<file path="src/rtl/mnist_seq_pkg.sv">
// Shared types and default configuration for the MNIST batch self-test sequencer.
package mnist_seq_pkg;

    localparam int unsigned NUM_IMGS_DEF    = 3;
    localparam int unsigned SEL_W_DEF       = 2;
    localparam int unsigned DIGIT_W_DEF     = 4;
    localparam int unsigned CYC_W_DEF       = 32;
    localparam int unsigned TIMEOUT_CYC_DEF = 250000;

    // Expected digit of image i sits at bits [i*DIGIT_W +: DIGIT_W].
    localparam logic [NUM_IMGS_DEF*DIGIT_W_DEF-1:0] LABELS_DEF = {4'd3, 4'd2, 4'd6};

    typedef enum logic [2:0] {
        S_IDLE   = 3'd0,
        S_SETUP  = 3'd1,
        S_CHECK  = 3'd2,
        S_LAUNCH = 3'd3,
        S_WAIT   = 3'd4,
        S_RECORD = 3'd5,
        S_DONE   = 3'd6
    } seq_state_e;

endpackage

</file>
<file path="src/rtl/mnist_batch_sequencer_if.sv">
// Sequencer <-> accelerator handshake: start pulse, image select, valid, done, digit.
interface mnist_batch_sequencer_if #(
    parameter int unsigned SEL_W   = 2,
    parameter int unsigned DIGIT_W = 4
);

    logic               acc_start;
    logic [SEL_W-1:0]   acc_sel;
    logic               acc_valid;
    logic               acc_done;
    logic [DIGIT_W-1:0] acc_digit;

    modport master (
        output acc_start,
        output acc_sel,
        input  acc_valid,
        input  acc_done,
        input  acc_digit
    );

    modport slave (
        input  acc_start,
        input  acc_sel,
        output acc_valid,
        output acc_done,
        output acc_digit
    );

endinterface

</file>
<file path="src/rtl/mnist_seq_timer.sv">
// Per-image WAIT cycle counter with timeout compare and a saturating batch accumulator.
module mnist_seq_timer
    import mnist_seq_pkg::*;
#(
    parameter int unsigned CYC_W       = CYC_W_DEF,
    parameter int unsigned TIMEOUT_CYC = TIMEOUT_CYC_DEF
) (
    input  logic             clk,
    input  logic             rst_n,
    input  logic             clr_i,
    input  logic             en_i,
    input  logic             tot_clr_i,
    input  logic             tot_add_i,
    output logic [CYC_W-1:0] count_o,
    output logic [CYC_W-1:0] total_o,
    output logic             timeout_c
);

    logic [CYC_W-1:0] count_q, count_d;
    logic [CYC_W-1:0] total_q, total_d;
    logic [CYC_W:0]   sum_c;

    always_comb begin
        count_d = count_q;
        total_d = total_q;
        sum_c   = {1'b0, total_q} + {1'b0, count_q};

        if (clr_i) begin
            count_d = '0;
        end else if (en_i) begin
            count_d = count_q + CYC_W'(1);
        end

        // Carry out of the add means the batch total has overflowed; pin it at all-ones.
        if (tot_clr_i) begin
            total_d = '0;
        end else if (tot_add_i) begin
            total_d = sum_c[CYC_W] ? '1 : sum_c[CYC_W-1:0];
        end
    end

    always_ff @(posedge clk) begin
        if (!rst_n) begin
            count_q <= '0;
            total_q <= '0;
        end else begin
            count_q <= count_d;
            total_q <= total_d;
        end
    end

    // High during the last permitted WAIT cycle, i.e. the TIMEOUT_CYC-th one.
    assign timeout_c = (count_q == CYC_W'(TIMEOUT_CYC - 1));
    assign count_o   = count_q;
    assign total_o   = total_q;

endmodule

</file>
<file path="src/rtl/mnist_batch_sequencer.sv">
// Batch self-test controller: launches each embedded image, grades the digit, tallies cycles.
// Build option MNIST_SEQ_STOP_ON_FAIL_EN ends the batch at the first digit mismatch.
module mnist_batch_sequencer
    import mnist_seq_pkg::*;
#(
    parameter int unsigned NUM_IMGS    = NUM_IMGS_DEF,
    parameter int unsigned SEL_W       = SEL_W_DEF,
    parameter int unsigned DIGIT_W     = DIGIT_W_DEF,
    parameter int unsigned CYC_W       = CYC_W_DEF,
    parameter int unsigned TIMEOUT_CYC = TIMEOUT_CYC_DEF,
    parameter logic [NUM_IMGS*DIGIT_W-1:0] LABELS = LABELS_DEF
) (
    input  logic                   clk,
    input  logic                   rst_n,
    input  logic                   run_i,
    mnist_batch_sequencer_if.master acc,
    output logic                   busy_o,
    output logic                   batch_done_o,
    output logic                   res_valid_o,
    output logic [SEL_W-1:0]       res_idx_o,
    output logic [DIGIT_W-1:0]     res_digit_o,
    output logic                   res_pass_o,
    output logic [SEL_W:0]         pass_cnt_o,
    output logic [SEL_W:0]         fail_cnt_o,
    output logic [SEL_W:0]         skip_cnt_o,
    output logic [CYC_W-1:0]       last_cycles_o,
    output logic [CYC_W-1:0]       total_cycles_o,
    output logic                   timeout_flag_o
);

    localparam int unsigned CNT_W = SEL_W + 1;

    seq_state_e state_q, state_d;

    logic [SEL_W-1:0]   idx_q, idx_d;
    logic               arm_q, arm_d;
    logic               abort_q, abort_d;
    logic               acc_start_q, acc_start_d;
    logic               busy_q, busy_d;
    logic               batch_done_q, batch_done_d;
    logic               res_valid_q, res_valid_d;
    logic [SEL_W-1:0]   res_idx_q, res_idx_d;
    logic [DIGIT_W-1:0] res_digit_q, res_digit_d;
    logic               res_pass_q, res_pass_d;
    logic [CNT_W-1:0]   pass_cnt_q, pass_cnt_d;
    logic [CNT_W-1:0]   fail_cnt_q, fail_cnt_d;
    logic [CNT_W-1:0]   skip_cnt_q, skip_cnt_d;
    logic [CYC_W-1:0]   last_cycles_q, last_cycles_d;
    logic               timeout_q, timeout_d;

    logic               tmr_clr, tmr_en, tot_clr, tot_add;
    logic [CYC_W-1:0]   tmr_count, tmr_total;
    logic               tmr_timeout_c;
    logic               match_c;

    logic [DIGIT_W-1:0] label_tbl [NUM_IMGS];

    for (genvar g = 0; g < int'(NUM_IMGS); g++) begin : g_label
        assign label_tbl[g] = LABELS[g*DIGIT_W +: DIGIT_W];
    end

    // Labels are all below ten, so an out-of-range prediction can never compare equal.
    assign match_c = (acc.acc_digit == label_tbl[idx_q]);

    mnist_seq_timer #(
        .CYC_W       (CYC_W),
        .TIMEOUT_CYC (TIMEOUT_CYC)
    ) u_timer (
        .clk       (clk),
        .rst_n     (rst_n),
        .clr_i     (tmr_clr),
        .en_i      (tmr_en),
        .tot_clr_i (tot_clr),
        .tot_add_i (tot_add),
        .count_o   (tmr_count),
        .total_o   (tmr_total),
        .timeout_c (tmr_timeout_c)
    );

    always_comb begin
        state_d       = state_q;
        idx_d         = idx_q;
        arm_d         = arm_q;
        abort_d       = abort_q;
        batch_done_d  = batch_done_q;
        res_idx_d     = res_idx_q;
        res_digit_d   = res_digit_q;
        res_pass_d    = res_pass_q;
        pass_cnt_d    = pass_cnt_q;
        fail_cnt_d    = fail_cnt_q;
        skip_cnt_d    = skip_cnt_q;
        last_cycles_d = last_cycles_q;
        timeout_d     = timeout_q;
        tmr_clr       = 1'b0;
        tmr_en        = 1'b0;
        tot_clr       = 1'b0;
        tot_add       = 1'b0;

        case (state_q)
            S_IDLE: begin
                if (run_i) begin
                    idx_d        = '0;
                    pass_cnt_d   = '0;
                    fail_cnt_d   = '0;
                    skip_cnt_d   = '0;
                    timeout_d    = 1'b0;
                    batch_done_d = 1'b0;
                    tot_clr      = 1'b1;
                    state_d      = S_SETUP;
                end
            end
            // Zeroing the counter here leaves a skipped image with a cycle count of 0.
            S_SETUP: begin
                tmr_clr = 1'b1;
                arm_d   = 1'b0;
                abort_d = 1'b0;
                state_d = S_CHECK;
            end
            S_CHECK: begin
                if (!acc.acc_valid) begin
                    skip_cnt_d  = skip_cnt_q + CNT_W'(1);
                    res_idx_d   = idx_q;
                    res_digit_d = '0;
                    res_pass_d  = 1'b0;
                    state_d     = S_RECORD;
                end else begin
                    state_d = S_LAUNCH;
                end
            end
            S_LAUNCH: begin
                tmr_clr = 1'b1;
                arm_d   = 1'b0;
                state_d = S_WAIT;
            end
            S_WAIT: begin
                tmr_en = 1'b1;
                if (!acc.acc_done) begin
                    arm_d = 1'b1;
                end
                // A done only counts once it has been seen low since launch.
                if (arm_q && acc.acc_done) begin
                    res_idx_d   = idx_q;
                    res_digit_d = acc.acc_digit;
                    res_pass_d  = match_c;
                    if (match_c) begin
                        pass_cnt_d = pass_cnt_q + CNT_W'(1);
                    end else begin
                        fail_cnt_d = fail_cnt_q + CNT_W'(1);
`ifdef MNIST_SEQ_STOP_ON_FAIL_EN
                        abort_d = 1'b1;
`else
                        abort_d = abort_q;
`endif
                    end
                    state_d = S_RECORD;
                end else if (tmr_timeout_c) begin
                    timeout_d   = 1'b1;
                    fail_cnt_d  = fail_cnt_q + CNT_W'(1);
                    res_idx_d   = idx_q;
                    res_digit_d = '0;
                    res_pass_d  = 1'b0;
                    abort_d     = 1'b1;
                    state_d     = S_RECORD;
                end
            end
            S_RECORD: begin
                tot_add       = 1'b1;
                last_cycles_d = tmr_count;
                if (abort_q || (idx_q == SEL_W'(NUM_IMGS - 1))) begin
                    state_d = S_DONE;
                end else begin
                    idx_d   = idx_q + SEL_W'(1);
                    state_d = S_SETUP;
                end
            end
            S_DONE: begin
                state_d = S_IDLE;
            end
            default: begin
                state_d = S_IDLE;
            end
        endcase

        if (state_d == S_DONE) begin
            batch_done_d = 1'b1;
        end
        acc_start_d = (state_d == S_LAUNCH);
        res_valid_d = (state_d == S_RECORD);
        busy_d      = (state_d != S_IDLE) && (state_d != S_DONE);
    end

    always_ff @(posedge clk) begin
        if (!rst_n) begin
            state_q       <= S_IDLE;
            idx_q         <= '0;
            arm_q         <= 1'b0;
            abort_q       <= 1'b0;
            acc_start_q   <= 1'b0;
            busy_q        <= 1'b0;
            batch_done_q  <= 1'b0;
            res_valid_q   <= 1'b0;
            res_idx_q     <= '0;
            res_digit_q   <= '0;
            res_pass_q    <= 1'b0;
            pass_cnt_q    <= '0;
            fail_cnt_q    <= '0;
            skip_cnt_q    <= '0;
            last_cycles_q <= '0;
            timeout_q     <= 1'b0;
        end else begin
            state_q       <= state_d;
            idx_q         <= idx_d;
            arm_q         <= arm_d;
            abort_q       <= abort_d;
            acc_start_q   <= acc_start_d;
            busy_q        <= busy_d;
            batch_done_q  <= batch_done_d;
            res_valid_q   <= res_valid_d;
            res_idx_q     <= res_idx_d;
            res_digit_q   <= res_digit_d;
            res_pass_q    <= res_pass_d;
            pass_cnt_q    <= pass_cnt_d;
            fail_cnt_q    <= fail_cnt_d;
            skip_cnt_q    <= skip_cnt_d;
            last_cycles_q <= last_cycles_d;
            timeout_q     <= timeout_d;
        end
    end

    assign acc.acc_start  = acc_start_q;
    assign acc.acc_sel    = idx_q;
    assign busy_o         = busy_q;
    assign batch_done_o   = batch_done_q;
    assign res_valid_o    = res_valid_q;
    assign res_idx_o      = res_idx_q;
    assign res_digit_o    = res_digit_q;
    assign res_pass_o     = res_pass_q;
    assign pass_cnt_o     = pass_cnt_q;
    assign fail_cnt_o     = fail_cnt_q;
    assign skip_cnt_o     = skip_cnt_q;
    assign last_cycles_o  = last_cycles_q;
    assign total_cycles_o = tmr_total;
    assign timeout_flag_o = timeout_q;

endmodule

</file>
<file path="src/flat_wrapper.sv">
// flat-port wrapper written by rule: the top's interface ports become plain ports
module mnist_batch_sequencer_flat import mnist_seq_pkg::*;
#(
    parameter int unsigned NUM_IMGS    = NUM_IMGS_DEF,
    parameter int unsigned SEL_W       = SEL_W_DEF,
    parameter int unsigned DIGIT_W     = DIGIT_W_DEF,
    parameter int unsigned CYC_W       = CYC_W_DEF,
    parameter int unsigned TIMEOUT_CYC = TIMEOUT_CYC_DEF,
    parameter logic [NUM_IMGS*DIGIT_W-1:0] LABELS = LABELS_DEF
)
  (clk, rst_n, run_i, busy_o, batch_done_o, res_valid_o, res_idx_o, res_digit_o, res_pass_o, pass_cnt_o, fail_cnt_o, skip_cnt_o, last_cycles_o, total_cycles_o, timeout_flag_o, acc_acc_start, acc_acc_sel, acc_acc_valid, acc_acc_done, acc_acc_digit);
  mnist_batch_sequencer_if #(.SEL_W(SEL_W), .DIGIT_W(DIGIT_W)) acc_i ();
  input  logic clk;
  input  logic rst_n;
  input  logic run_i;
  output logic busy_o;
  output logic batch_done_o;
  output logic res_valid_o;
  output logic [SEL_W-1:0] res_idx_o;
  output logic [DIGIT_W-1:0] res_digit_o;
  output logic res_pass_o;
  output logic [SEL_W:0] pass_cnt_o;
  output logic [SEL_W:0] fail_cnt_o;
  output logic [SEL_W:0] skip_cnt_o;
  output logic [CYC_W-1:0] last_cycles_o;
  output logic [CYC_W-1:0] total_cycles_o;
  output logic timeout_flag_o;
  output wire logic [$bits(acc_i.acc_start)-1:0] acc_acc_start;
  output wire logic [$bits(acc_i.acc_sel)-1:0] acc_acc_sel;
  input wire logic [$bits(acc_i.acc_valid)-1:0] acc_acc_valid;
  input wire logic [$bits(acc_i.acc_done)-1:0] acc_acc_done;
  input wire logic [$bits(acc_i.acc_digit)-1:0] acc_acc_digit;
  assign acc_acc_start = acc_i.acc_start;
  assign acc_acc_sel = acc_i.acc_sel;
  assign acc_i.acc_valid = acc_acc_valid;
  assign acc_i.acc_done = acc_acc_done;
  assign acc_i.acc_digit = acc_acc_digit;
  mnist_batch_sequencer #(.NUM_IMGS(NUM_IMGS), .SEL_W(SEL_W), .DIGIT_W(DIGIT_W), .CYC_W(CYC_W), .TIMEOUT_CYC(TIMEOUT_CYC), .LABELS(LABELS)) u_core (.clk(clk), .rst_n(rst_n), .run_i(run_i), .acc(acc_i), .busy_o(busy_o), .batch_done_o(batch_done_o), .res_valid_o(res_valid_o), .res_idx_o(res_idx_o), .res_digit_o(res_digit_o), .res_pass_o(res_pass_o), .pass_cnt_o(pass_cnt_o), .fail_cnt_o(fail_cnt_o), .skip_cnt_o(skip_cnt_o), .last_cycles_o(last_cycles_o), .total_cycles_o(total_cycles_o), .timeout_flag_o(timeout_flag_o));
endmodule
</file>
<file path="config.mk">
export PLATFORM = sky130hd
export DESIGN_NAME = mnist_batch_sequencer_flat
export DESIGN_NICKNAME = d
export VERILOG_FILES = /design/src/rtl/mnist_seq_pkg.sv /design/src/rtl/mnist_batch_sequencer_if.sv /design/src/rtl/mnist_seq_timer.sv /design/src/rtl/mnist_batch_sequencer.sv /design/src/flat_wrapper.sv
export SDC_FILE = /design/constraint.sdc
export NUM_CORES = 1
export LEC_CHECK = 0
export BUFFER_PORTS_ARGS = -buffer_cell sky130_fd_sc_hd__clkbuf_2
export CAP_MARGIN = 20
export CORE_ASPECT_RATIO = 2
export CORE_MARGIN = 2
export CORE_UTILIZATION = 58
export DETAILED_ROUTE_END_ITERATION = 6
export GPL_ROUTABILITY_DRIVEN = 0
export HOLD_SLACK_MARGIN = 0.06
export PLACE_DENSITY = 0.77
export RECOVER_POWER = 100
export SLEW_MARGIN = 0
export SYNTH_ARGS = -nofsm -noshare
export SYNTH_HDL_FRONTEND = slang
export SYNTH_SLANG_ARGS = --single-unit
</file>
<file path="constraint.sdc">
create_clock -name clk -period 4 [get_ports clk]
set_clock_uncertainty 0.1 [all_clocks]
set_input_delay 0.4 -clock clk [delete_from_list [all_inputs] [get_ports clk]]
set_output_delay 0.4 -clock clk [all_outputs]
set_load 0.05 [all_outputs]
</file>
==> impl_metrics.yaml <==
outcome:
  status: "complete, but fails checks"
  violations: "capacitance limit, slew limit"
detailed_routing:
  vias: 6172
  antenna_left: 0
  routed_wl_mm: 17.7
  routed_via_density: 6.00
  drtIter0Drc: 362
  dr.pass1.iters: 5
  routedWlPerCell_um: 17.2
  drc_errors: 0
placed_design:
  port_buffers: 95
  dp_worst_setup_slack_ps: 836
  place_area_sq_mm: 0.00718
  dpl.cell_count: 996
  hpwl_mm: 12.7
floorplanning:
  die_area_sq_mm: 0.0124
  core_area_sq_mm: 0.0112
  die_h_um: 155
  io_pins: 96
  die_w_um: 79.6
  start_util_pct: 59.1
  num_rows: 55
critical_path:
  worstPathRequired_ps: 4160
  cp.arrival_ps: 3570
  path_max_fanout: 27
  reg2reg_slack_ps: 590
  worstPathCellList: "ha_1 -> fa_1 -> a21oi_1 -> or3_1 -> a21oi_1 -> a211o_1 -> a31oi_1 -> nand2_1 -> a31oi_4 -> clkbuf_2 -> a31oi_1"
  crit_slowest_cell: "clkbuf_2"
  cp_num_buf_inv: 1
  cp_top_family: "compound AO/OA/AOI/OAI gates"
  startpoint_type: "flop"
  slowest_delay_ps: 530
  endpoint_kind: "flop"
  worstSetupPathType: "flop to flop"
synthesis:
  synth_ff_type: "dfxtp_1"
  ys_types: 69
  synth.area.top_cells: "dfxtp_1, ha_1, nand2_1"
  synth-seq-area-share_pct: 37.4
  synth_cells: 790
  synth_warnings: 0
  synthArstFlopShare_pct: 0
  synth_area_sq_mm: 0.00663
  synth_common_cells: "dfxtp_1, nand2_1, nor2_1, a21oi_1, o21ai_0"
  synth_edf_count: 0
  yosys.area.top_type: "dfxtp_1"
  yosysMostFrequentCell: "dfxtp_1"
  syn-num-nets: 839
  avgSynthCellArea_sq_um: 8.40
  synth_top_area_share_pct: 37.4
  yosys_register_bits: 124
clocking:
  cts_setup_buffers: 0
  cts_hold_buf: 0
  htreeDepth: 4
  root_buffer: "clkbuf_16"
  post_cts_resized: 0
  cts-buffers-inserted: 17
  path_clk_slew_ps: 60
  worst_skew_pair.late_latency_ps: 410
  clock_path_buffers: 2
  cts_tree: "yes"
  cts.sinks: 124
sta:
  period_minus_slack_ps: 3410
  fin_crit_sh_pct: 85.2
  setup_viol: 0
  fmax_mhz: 293
  setup_slack_ps: 592
  finalMaxSlewViolations: 34
  worstMarginPinSlew_ps: 1520
  slew_headroom_pct: -1.02
  finalHoldViolCount: 0
  tns_ps: 0
  rsz0062_at_grt: "no"
cells_and_area:
  antenna_cells: 0
  syn2layout_area_growth_pct: 15.7
  finalInstanceArea_sq_mm: 0.00767
  nets: 923
  instances_no_fill: 1029
  layout-drive-gt1-share_pct: 5.86
hold_path:
  hp-class: "input port to flop"
global_route:
  antenna_found_initial: 0
  grt_pass1_vias: 5915
  grt_usage_pct: 28.8
  grt_pass1_wl_mm: 28.3
  grt_max_degree: 57
  grt_overflow_total: 0
power_and_ir_drop:
  total_power_mw: 3.04
  vdd_drop_max_v: 0.000287
  cellPowerDensity_mw_per_mm2: 396
  leakage_nw: 3.02
flow_run:
  maxCapViolCount: 1
==> cells by family (layout without fill, tap and decap cells) <==
group	Yosys count	count (layout)	synth area share, %
AND/OR/NAND/NOR	287	287	21.1
XOR/XNOR	58	58	7.66
adder cells (fa/ha/maj)	40	40	7.66
multiplexers	5	5	0.755
buffers and inverters	51	148	3.13
flip-flops	124	124	37.4
AO/OA/AOI/OAI	225	225	22.3
==> cells in the final DEF (no fill, tap or decap), types with 15 or more instances in the layout <==
master,count
dfxtp_1,124
nand2_1,108
clkbuf_1,90
nor2_1,66
a21oi_1,61
o21ai_0,45
ha_1,39
a21boi_0,36
xor2_1,33
xnor2_1,25
nor2b_1,22
and3_1,18
clkbuf_16,17
nand4_1,15
==> layer usage <==
metal / GRT usage [%] / part of all wire (%) / vias to the layer above / wire length, um
li1: - / - / 2995 / -
met5: 0 / 0 / - / 0
met4: 11.7 / 2.7 / 0 / 476
met1: 32.5 / 39 / 2937 / 6930
met3: 5.22 / 4.4 / 38 / 784
met2: 52.1 / 54 / 202 / 9460
==> worst min-delay path, stage by stage <==
cell and delay [ps]:
clkbuf_2 100, a22oi_1 80, nor2b_1 90
==> report_power, final <==
part / total (mW) / leakage, nW / internal, mW / switching, mW
registers: 1.26 / 0.999 / 1.24 / 0.0131
clock network: 1.65 / 0.308 / 1.06 / 0.583
logic: 0.135 / 1.71 / 0.0376 / 0.0972
==> path summary, 6_finish.rpt <==
path,start,cells past startpoint,to
hold reg to reg,u_core.last_cycles_o[15],2,u_core.last_cycles_o[15]
setup reg to reg,u_core.u_timer.count_o[0],11,u_core.u_timer.total_o[26]
hold / removal,acc_acc_digit[2],3,u_core.res_digit_o[2]
setup / recovery,u_core.u_timer.count_o[0],11,u_core.u_timer.total_o[26]
==> cell type report <==
type | instances | area (sq um)
Clock buffer | 19 | 443
Clock inverter | 13 | 190
Fill cell | 953 | 3550
Inverter | 14 | 52.6
Multi-Input combinational cell | 615 | 3920
Sequential cell | 124 | 2480
Tap cell | 142 | 178
Timing Repair Buffer | 102 | 410
==> per-stage QoR <==
stage | utilization (%) | hold slack [ps]
floorplan | - | 352
global placement | 64.0 | 351
global route | 68.4 | 216
detailed placement | 64.0 | 357
finish | 68.4 | 199
CTS | 69.7 | 188
==> flip-flops by register name, indices dropped and copies added (netlist names), 2 cells and up <==
signal	count
u_core.acc.acc_sel	2
u_core.fail_cnt_o	3
u_core.last_cycles_o	32
u_core.pass_cnt_o	3
u_core.res_digit_o	4
u_core.res_idx_o	2
u_core.skip_cnt_o	3
u_core.state_q	3
u_core.u_timer.count_o	32
u_core.u_timer.total_o	32
Note: power is estimated with default switching activity, not from simulation.
